## src/rtl/bulls_cows_game_fsm.sv

```systemverilog
// Two-player Bulls & Cows referee: secret setup, alternating guesses,
// registered scoring and saturating win counters.
module bulls_cows_game_fsm (
  input  logic        clock,
  input  logic        reset,
  input  logic        confirm,
  input  logic [15:0] code_in,
  output logic [7:0]  J1_points,
  output logic [7:0]  J2_points,
  output logic [2:0]  bull_count,
  output logic [2:0]  cow_count,
  output logic [2:0]  game_state,
  output logic        invalid
);

  typedef enum logic [2:0] {
    J1_SETUP = 3'd0,
    J2_SETUP = 3'd1,
    J1_GUESS = 3'd2,
    J2_GUESS = 3'd3,
    J1_WIN   = 3'd4,
    J2_WIN   = 3'd5
  } state_t;

  state_t      r_state;
  logic [15:0] r_secret1;
  logic [15:0] r_secret2;
  logic [7:0]  r_j1_pts;
  logic [7:0]  r_j2_pts;
  logic [2:0]  r_bulls;
  logic [2:0]  r_cows;
  logic        r_invalid;

  logic [15:0] w_secret;
  logic [3:0]  w_g [4];
  logic [3:0]  w_s [4];
  logic        w_valid;
  logic        w_hit;
  logic [2:0]  w_bulls;
  logic [2:0]  w_hits;
  logic [2:0]  w_cows;

  // J1 guesses against secret2, J2 against secret1
  assign w_secret = (r_state == J1_GUESS) ? r_secret2 : r_secret1;

  always_comb begin
    for (int i = 0; i < 4; i++) begin
      w_g[i] = code_in[4*i +: 4];
      w_s[i] = w_secret[4*i +: 4];
    end
  end

  always_comb begin
    w_valid = 1'b1;
    w_bulls = '0;
    w_hits  = '0;
    w_hit   = 1'b0;
    for (int i = 0; i < 4; i++) begin
      if (w_g[i] > 4'd9)
        w_valid = 1'b0;
      for (int j = i + 1; j < 4; j++)
        if (w_g[i] == w_g[j])
          w_valid = 1'b0;
      if (w_g[i] == w_s[i])
        w_bulls = w_bulls + 3'd1;
      w_hit = 1'b0;
      for (int j = 0; j < 4; j++)
        if (w_g[i] == w_s[j])
          w_hit = 1'b1;
      if (w_hit)
        w_hits = w_hits + 3'd1;
    end
    w_cows = w_hits - w_bulls;
  end

  always_ff @(posedge clock or posedge reset) begin
    if (reset) begin
      r_state   <= J1_SETUP;
      r_secret1 <= '0;
      r_secret2 <= '0;
      r_j1_pts  <= '0;
      r_j2_pts  <= '0;
      r_bulls   <= '0;
      r_cows    <= '0;
      r_invalid <= 1'b0;
    end else begin
      r_invalid <= 1'b0;
      case (r_state)
        J1_SETUP, J2_SETUP: begin
          if (confirm) begin
            if (!w_valid) begin
              r_invalid <= 1'b1;
            end else if (r_state == J1_SETUP) begin
              r_secret1 <= code_in;
              r_state   <= J2_SETUP;
            end else begin
              r_secret2 <= code_in;
              r_state   <= J1_GUESS;
            end
          end
        end
        J1_GUESS, J2_GUESS: begin
          if (confirm) begin
            if (!w_valid) begin
              r_invalid <= 1'b1;
            end else begin
              r_bulls <= w_bulls;
              r_cows  <= w_cows;
              if (w_bulls == 3'd4) begin
                if (r_state == J1_GUESS) begin
                  if (r_j1_pts != 8'hFF)
                    r_j1_pts <= r_j1_pts + 8'd1;
                  r_state <= J1_WIN;
                end else begin
                  if (r_j2_pts != 8'hFF)
                    r_j2_pts <= r_j2_pts + 8'd1;
                  r_state <= J2_WIN;
                end
              end else begin
                r_state <= (r_state == J1_GUESS) ?
                           J2_GUESS : J1_GUESS;
              end
            end
          end
        end
        J1_WIN, J2_WIN: begin
          if (confirm) begin
            r_secret1 <= '0;
            r_secret2 <= '0;
            r_bulls   <= '0;
            r_cows    <= '0;
            r_state   <= J1_SETUP;
          end
        end
        default: r_state <= J1_SETUP;
      endcase
    end
  end

  assign game_state = r_state;
  assign J1_points  = r_j1_pts;
  assign J2_points  = r_j2_pts;
  assign bull_count = r_bulls;
  assign cow_count  = r_cows;
  assign invalid    = r_invalid;

endmodule

```

## config.mk

```make
export PLATFORM = sky130hd
export DESIGN_NAME = bulls_cows_game_fsm
export DESIGN_NICKNAME = d
export VERILOG_FILES = /design/src/rtl/bulls_cows_game_fsm.sv
export SDC_FILE = /design/constraint.sdc
export NUM_CORES = 1
export LEC_CHECK = 0
export BUFFER_PORTS_ARGS = -buffer_cell sky130_fd_sc_hd__buf_2
export CAP_MARGIN = 20
export CORE_MARGIN = 2
export CORE_UTILIZATION = 40
export CTS_BUF_LIST = sky130_fd_sc_hd__clkbuf_4 sky130_fd_sc_hd__clkbuf_8
export DETAILED_ROUTE_END_ITERATION = 10
export GPL_TIMING_DRIVEN = 0
export PLACE_DENSITY = 0.58
export SETUP_SLACK_MARGIN = 0.05
export SYNTH_ARGS = -nofsm -noshare
export SYNTH_HDL_FRONTEND = slang
export SYNTH_SLANG_ARGS = --single-unit
```

## constraint.sdc

```tcl
create_clock -name clock -period 6.6 [get_ports clock]
set_input_delay 0.66 -clock clock [delete_from_list [all_inputs] [get_ports clock]]
set_output_delay 0.66 -clock clock [all_outputs]
set_load 0.1 [all_outputs]
```

==> metrics.yaml, run 1 <==
yosys:
  ys_types: 53
  syn_inst: 495
  syn_nets: 525
  synth_ff_type: "dfrtp_1"
  yosysWarnings: 0
  synth_edf_count: 0
  async_flop_share: 1.000
  ys_ff_latch: 58
  syn-mean-instance-area_um2: 9.153
  ys_seq_area_frac: 0.3204
  syn_area_um2: 4531
sta:
  post-route-min-period_ns: 6.108
  timing.final.crit_share: 0.9254
  fin_setup_tns_ns: 0
  clock.fmax_mhz: 163.7
  slew-limit-headroom: 0.4325
  tightest_slew_ns: 0.8299
  rsz0062_at_grt: "false"
  hold_viol_final: 0
  setup_violations: 0
  fin_skew_ns: 0.01678
  slew_viol_final: 0
layout:
  finalNetCount: 569
  final_common_cell: "xnor2_1"
  final_cells: 684
  most-common-layout-cells: "xnor2_1 (63), dfrtp_1 (58), xor2_1 (32), inv_1 (32), buf_2 (32)"
  fill_cells: 1081
  drive_gt1_frac: 0.1563
  fin_area_um2: 5099
  area_growth_pct: 12.54
  postLayoutCoreUtil: 0.4662
  diodes: 0
setup_path:
  max_stage_delay_ns: 0.54
  regToRegStartpoint: "game_state[1]$_DFFE_PP0P_"
  cpMaxStageDelayCell: "nor4_2"
  crit_chain: "or3b_1, buf_6, clkbuf_1, clkbuf_2, clkbuf_2, mux2i_1, xnor2_1, nor4_2, inv_1, ha_1, xnor2_1, inv_1, ha_1, o31ai_4, ha_1, inv_1, or2_0, a31oi_1, mux2_2"
  start_kind: "register"
  critPathCaptureType: "register"
  worstSetupPathType: "reg -> reg"
  cp_data_required_time_ns: 6.85
  r2r_cells: 19
  arrival_ns: 6.36
  reg2reg_setup_slack_ns: 0.49
  crit_fanout: 10
  r2r_end: "J1_points[1]$_DFFE_PP0P_"
floorplan:
  die_h_um: 110.4
  ios: 45
  initial_core_util: 0.4143
  num_rows: 38
  core-area_um2: 10940
  dieArea_um2: 12190
  dieWidth_um: 110.4
routing:
  ant_nets: 0
  vias: 3861
  drtPass1Iterations: 6
  routed-wl-met3_um: 809
  drt-initial-drc-count: 247
  drc: 0
  vias_per_cell: 5.645
  topRoutingLayerUsed: "met4"
  routedWlPerCell_um: 18.46
  wl_met2_um: 5808
  wl_met1_um: 5639
  drt_wl_total_um: 12620
clock_tree:
  clkSinkCount: 58
  cts_buffer_depth: 2
  numCtsBuffers: 9
  clk_latency_ns: 0.37
  cts-root-buf: "clkbuf_8"
  cts_tree: "built"
  postCtsHoldBufs: 0
  path_clk_slew_ns: 0.08
  htree_levels: 3
power:
  p_leak_nw: 2.204
  power.total_w: 0.001400
  power.density_nw_per_um2: 274.6
  peakVddDrop_v: 0.0002711
hold_path:
  hold_class: "in -> async"
placement:
  io_buffers: 31
  postPlaceCellArea_um2: 4886
  dp.cells: 668
  dp_hpwl_um: 9298
  gp_congestion: 0.9019
grt:
  grt_pass1_vias: 3868
  grt_pass1_wl_um: 20780
  grt.overflow.total: 0
  antenna_found_initial: 0
  grt_max_degree: 33
  grt.total_usage: 0.2137
flow_run:
  drv_cap: 0
run_status:
  status: "finished clean"
[sequential cells by signal, summed over array words and instances, names as in the netlist]
register	count
r_secret1	16
invalid	1
bull_count	3
cow_count	3
game_state	3
J1_points	8
r_secret2	16
J2_points	8
[cells in the mapped netlist (14+ instances only)]
| library cell | number | share of area |
|---|---|---|
| nor4_1 | 14 | 0.019 |
| nand2_1 | 27 | 0.022 |
| xnor2_1 | 63 | 0.12 |
| nand3_1 | 16 | 0.018 |
| clkbuf_1 | 26 | 0.022 |
| mux2i_1 | 14 | 0.031 |
| and2_1 | 17 | 0.023 |
| o21ai_0 | 28 | 0.031 |
| mux2_2 | 22 | 0.055 |
| xor2_1 | 32 | 0.062 |
| nor2_1 | 17 | 0.014 |
| inv_1 | 33 | 0.027 |
| dfrtp_1 | 58 | 0.32 |
| nor2b_1 | 18 | 0.025 |
[cell families (layout without fill, tap and decap cells)]
kind of cell               Yosys count  after routing  synth area share
xor gates and xnor gates            97             97            0.1936
DFF                                 58             58            0.3204
muxes                               37             37           0.08810
adders and majority gates           11             11           0.03204
and+or+nand+nor                    140            140            0.1654
AOI/OAI and AO/OA                   86             86            0.1442
buffers and inverters               66            115           0.05634
[report_power, final]
| part | internal [W] | switching (W) |
|---|---|---|
| registers | 0.000377 | 0.0000165 |
| clock network | 0.000184 | 0.000160 |
| logic | 0.000228 | 0.000435 |
[how the worst max path moves through the flow]
stage                                          from                       end  slack (ns)
after global routing      game_state[1]$_DFFE_PP0P_  J1_points[4]$_DFFE_PP0P_        0.13
after floorplan           game_state[0]$_DFFE_PP0P_  J1_points[1]$_DFFE_PP0P_        0.68
after CTS                 game_state[1]$_DFFE_PP0P_  J1_points[1]$_DFFE_PP0P_        0.22
after detailed placement  game_state[1]$_DFFE_PP0P_  J1_points[1]$_DFFE_PP0P_        0.08
after global placement    game_state[1]$_DFFE_PP0P_  J1_points[1]$_DFFE_PP0P_        0.17
final                     game_state[1]$_DFFE_PP0P_  J1_points[1]$_DFFE_PP0P_        0.49
[critical path, delay by kind of cell, from the launching register on]
kind	cells	cell delay (ns)
DFF	1	0.47
xor gates and xnor gates	2	0.54
muxes	2	0.76
buffers and inverters	7	1.51
and+or+nand+nor	3	1.05
AOI/OAI and AO/OA	2	0.75
adders and majority gates	3	0.91
[routing by layer]
layer | vias up | track usage
li1 | 1816 | -
met1 | 1886 | 0.2770
met2 | 129 | 0.3370
met3 | 30 | 0.05928
met4 | 0 | 0.08667
met5 | - | 0
[cell type report]
cell class / count / area [um^2] / area share
Multi-Input combinational cell: 371 / 2830 / 0.5551
Timing Repair Buffer: 33 / 180.2 / 0.03534
Clock inverter: 6 / 66.31 / 0.01301
Clock buffer: 10 / 137.6 / 0.02699
Inverter: 34 / 127.6 / 0.02503
Sequential cell: 58 / 1451 / 0.2847
Tap cell: 140 / 175.2 / 0.03436
Buffer: 32 / 130.1 / 0.02552
[metrics by stage]
stage          worst slack, ns  hold WS, ns
6_report                0.4925       0.4147
5_1_grt                 0.1294       0.4681
4_1_cts                 0.2238       0.4295
3_5_place_dp           0.08144       0.4808
3_3_place_gp            0.1675       0.4753
2_1_floorplan           0.6791       0.5261
[repair_timing]
| item | in CTS | in global routing |
|---|---|---|
| pin swaps | 0 | 0 |
| setup endpoints to repair | 1 | 6 |
| gates resized for setup | 1 | 4 |
| setup buffers | 0 | 0 |
Note: power is estimated with default switching activity, not from simulation.
==> run 2, diff against run 1 <==
Settings changed: PLACE_DENSITY 0.58 to unset.
==> run 2 against run 1 <==
Net effect:
- clock power grew 2%
- non-clock buffer count shrank 1
- worst hold slack worse by 0.15 ns
- setup slack gained 0.25 ns
- critical path type unchanged
- critical endpoint unchanged
==> metrics.yaml, run 2 (synthesized netlist as in run 1, its figures left out) <==
run_status:
  status: "finished clean"
floorplan:
  dieWidth_um: 110.4  # unchanged
  ios: 45  # unchanged
  core-area_um2: 10940  # unchanged
  num_rows: 38  # unchanged
  dieArea_um2: 12190  # unchanged
  die_h_um: 110.4  # unchanged
  initial_core_util: 0.4143  # unchanged
routing:
  drt_wl_total_um: 12830  # +1.6%
  ant_nets: 0  # unchanged
  drtPass1Iterations: 5  # -1
  vias: 3866  # +0.13%
  routedWlPerCell_um: 18.78  # +1.8%
  vias_per_cell: 5.660  # +0.28%
  drt-initial-drc-count: 474  # +92%
  drc: 0  # unchanged
setup_path:
  start_kind: "register"
  critPathCaptureType: "register"
  crit_chain: "or3b_1, buf_6, clkbuf_1, clkbuf_2, mux2i_1, xnor2_1, nor4_2, inv_1, ha_1, xnor2_1, inv_1, ha_1, o31ai_4, ha_1, inv_1, or2_0, a31oi_1, mux2_2"
  cpMaxStageDelayCell: "nor4_2"
  cp_num_buf_inv: 6  # -1
  critPathTopFamily: "buffers and inverters"
  worstSetupPathType: "reg -> reg"
  max_stage_delay_ns: 0.53  # about the same
  arrival_ns: 6.11  # -0.25 ns
  crit_fanout: 19  # +9
  cp_data_required_time_ns: 6.86  # about the same
clock_tree:
  cts_buffer_depth: 2  # unchanged
  clkSinkCount: 58  # unchanged
  clk_latency_ns: 0.37  # about the same
  numCtsBuffers: 9  # unchanged
  postCtsSetupRepairBufs: 0  # unchanged
  postCtsHoldBufs: 0  # unchanged
  htree_levels: 3  # unchanged
  path_clk_slew_ns: 0.07  # about the same
  cts_tree: "built"
  cts-root-buf: "clkbuf_8"
layout:
  most-common-layout-cells: "xnor2_1 (63), dfrtp_1 (58), xor2_1 (32), inv_1 (32), buf_2 (32)"
  reg.largest.list: "r_secret1 x16, r_secret2 x16"
  finalNetCount: 568  # -0.18%
  drive_gt1_frac: 0.1547  # -0.001554
  diodes: 0  # unchanged
  final_common_cell: "xnor2_1"
  area_growth_pct: 12.43  # about the same
sta:
  timing.final.crit_share: 0.8869  # -0.03844
  fin_skew_ns: 0.008502  # -0.008279 ns
  slew-limit-headroom: 0.4734  # +0.04090
  setup_violations: 0  # unchanged
  hold_viol_final: 0  # unchanged
  post-route-min-period_ns: 5.854  # -0.2537 ns
  worst_slack_ns: 0.7462  # +0.2537 ns
  tightest_slew_ns: 0.7900  # -0.03989 ns
  fin_setup_tns_ns: 0  # unchanged
  clock.fmax_mhz: 170.8  # +4.3%
  rsz0062_at_grt: "false"
  slew_viol_final: 0  # unchanged
grt:
  grt_pass1_wl_um: 20890  # +0.53%
  grt.total_usage: 0.2143  # +0.0005640
  antenna_found_initial: 0  # unchanged
  grt_max_degree: 43  # +30%
  grt.overflow.total: 0  # unchanged
  grt_pass1_vias: 3948  # +2.1%
placement:
  gp_congestion: 0.9047  # +0.31%
  pre_cts_ws_ns: 0.06347  # -0.01797 ns
  io_buffers: 31  # unchanged
  dp_hpwl_um: 9179  # -1.3%
hold_path:
  hold_class: "in -> async"
power:
  power.total_w: 0.001404  # +0.24%
  power.density_nw_per_um2: 275.6  # +0.34%
  peakVddDrop_v: 0.0002319  # -14%
  p_leak_nw: 2.199  # -0.19%
flow_run:
  drv_cap: 0  # unchanged
## run 2: cell types whose count changed in the layout (fill, tap and decap cells not counted), sizes merged
cell	delta
clkbuf	-1
## run 2: final timing paths
path | startpoint | endpoint | slack [ns] | depth (start not counted)
setup / recovery | game_state[1]$_DFFE_PP0P_ | J1_points[1]$_DFFE_PP0P_ | 0.75 | 18
hold / removal | reset | r_secret1[15]$_DFFE_PP0P_ | 0.26 | 2
setup reg to reg | game_state[1]$_DFFE_PP0P_ | J1_points[1]$_DFFE_PP0P_ | 0.75 | 18
hold reg to reg | J1_points[5]$_DFFE_PP0P_ | J1_points[5]$_DFFE_PP0P_ | 0.50 | 1
max in group asynchronous | reset | r_secret2[11]$_DFFE_PP0P_ | 5.78 | 3
min in group clock | J1_points[5]$_DFFE_PP0P_ | J1_points[5]$_DFFE_PP0P_ | 0.50 | 1
## run 2: repair_timing
action	4_1_cts	5_1_grt
endpoints found under the setup margin	1	6
hold endpoints to repair	0	0
gates resized for setup	1	2
## run 2: per-layer routing
| layer | vias up | wire length (um) | GRT usage |
|---|---|---|---|
| li1 | 1815 | - | - |
| met1 | 1872 | 5678 | 0.2839 |
| met5 | - | 0 | 0 |
| met2 | 157 | 5908 | 0.3362 |
| met4 | 0 | 278 | 0.09750 |
| met3 | 22 | 964 | 0.04555 |
## run 2: where the power goes
part / total [W] / internal [W] / switching (W)
combinational: 0.000660 / 0.000225 / 0.000436
sequential: 0.000393 / 0.000377 / 0.0000161
clock: 0.000350 / 0.000184 / 0.000166
## run 2: metrics by stage
step                      cells  instance area (um^2)  hold slack (ns)  utilization
after floorplan             495                  4531           0.5261            -
after detailed placement    668                  4886           0.4850       0.4468
after global routing        683                  5094           0.2913       0.4658
after global placement      666                  4861           0.4743       0.4445
after CTS                   684                  5096           0.2639       0.4660
final                       683                  5094           0.2647       0.4658
## run 2: area by class of cell
type,instances,area (um^2)
fillers,1067,5842
multi-input cells,371,2830
flip-flops and latches,58,1451
repair buffers,33,180.2
well taps,140,175.2
clock buffers,10,137.6
inverters,34,127.6
plain buffers,31,125.1
clock inverters,6,66.31
## run 2: worst register-to-register path: stages, from the launching register on
cell,delay [ns]
dfrtp_1,0.46
or3b_1,0.21
buf_6,0.23
clkbuf_1,0.46
clkbuf_2,0.38
mux2i_1,0.34
xnor2_1,0.12
nor4_2,0.53
inv_1,0.12
ha_1,0.37
xnor2_1,0.41
inv_1,0.09
ha_1,0.34
o31ai_4,0.48
ha_1,0.25
inv_1,0.05
or2_0,0.29
a31oi_1,0.26
mux2_2,0.36
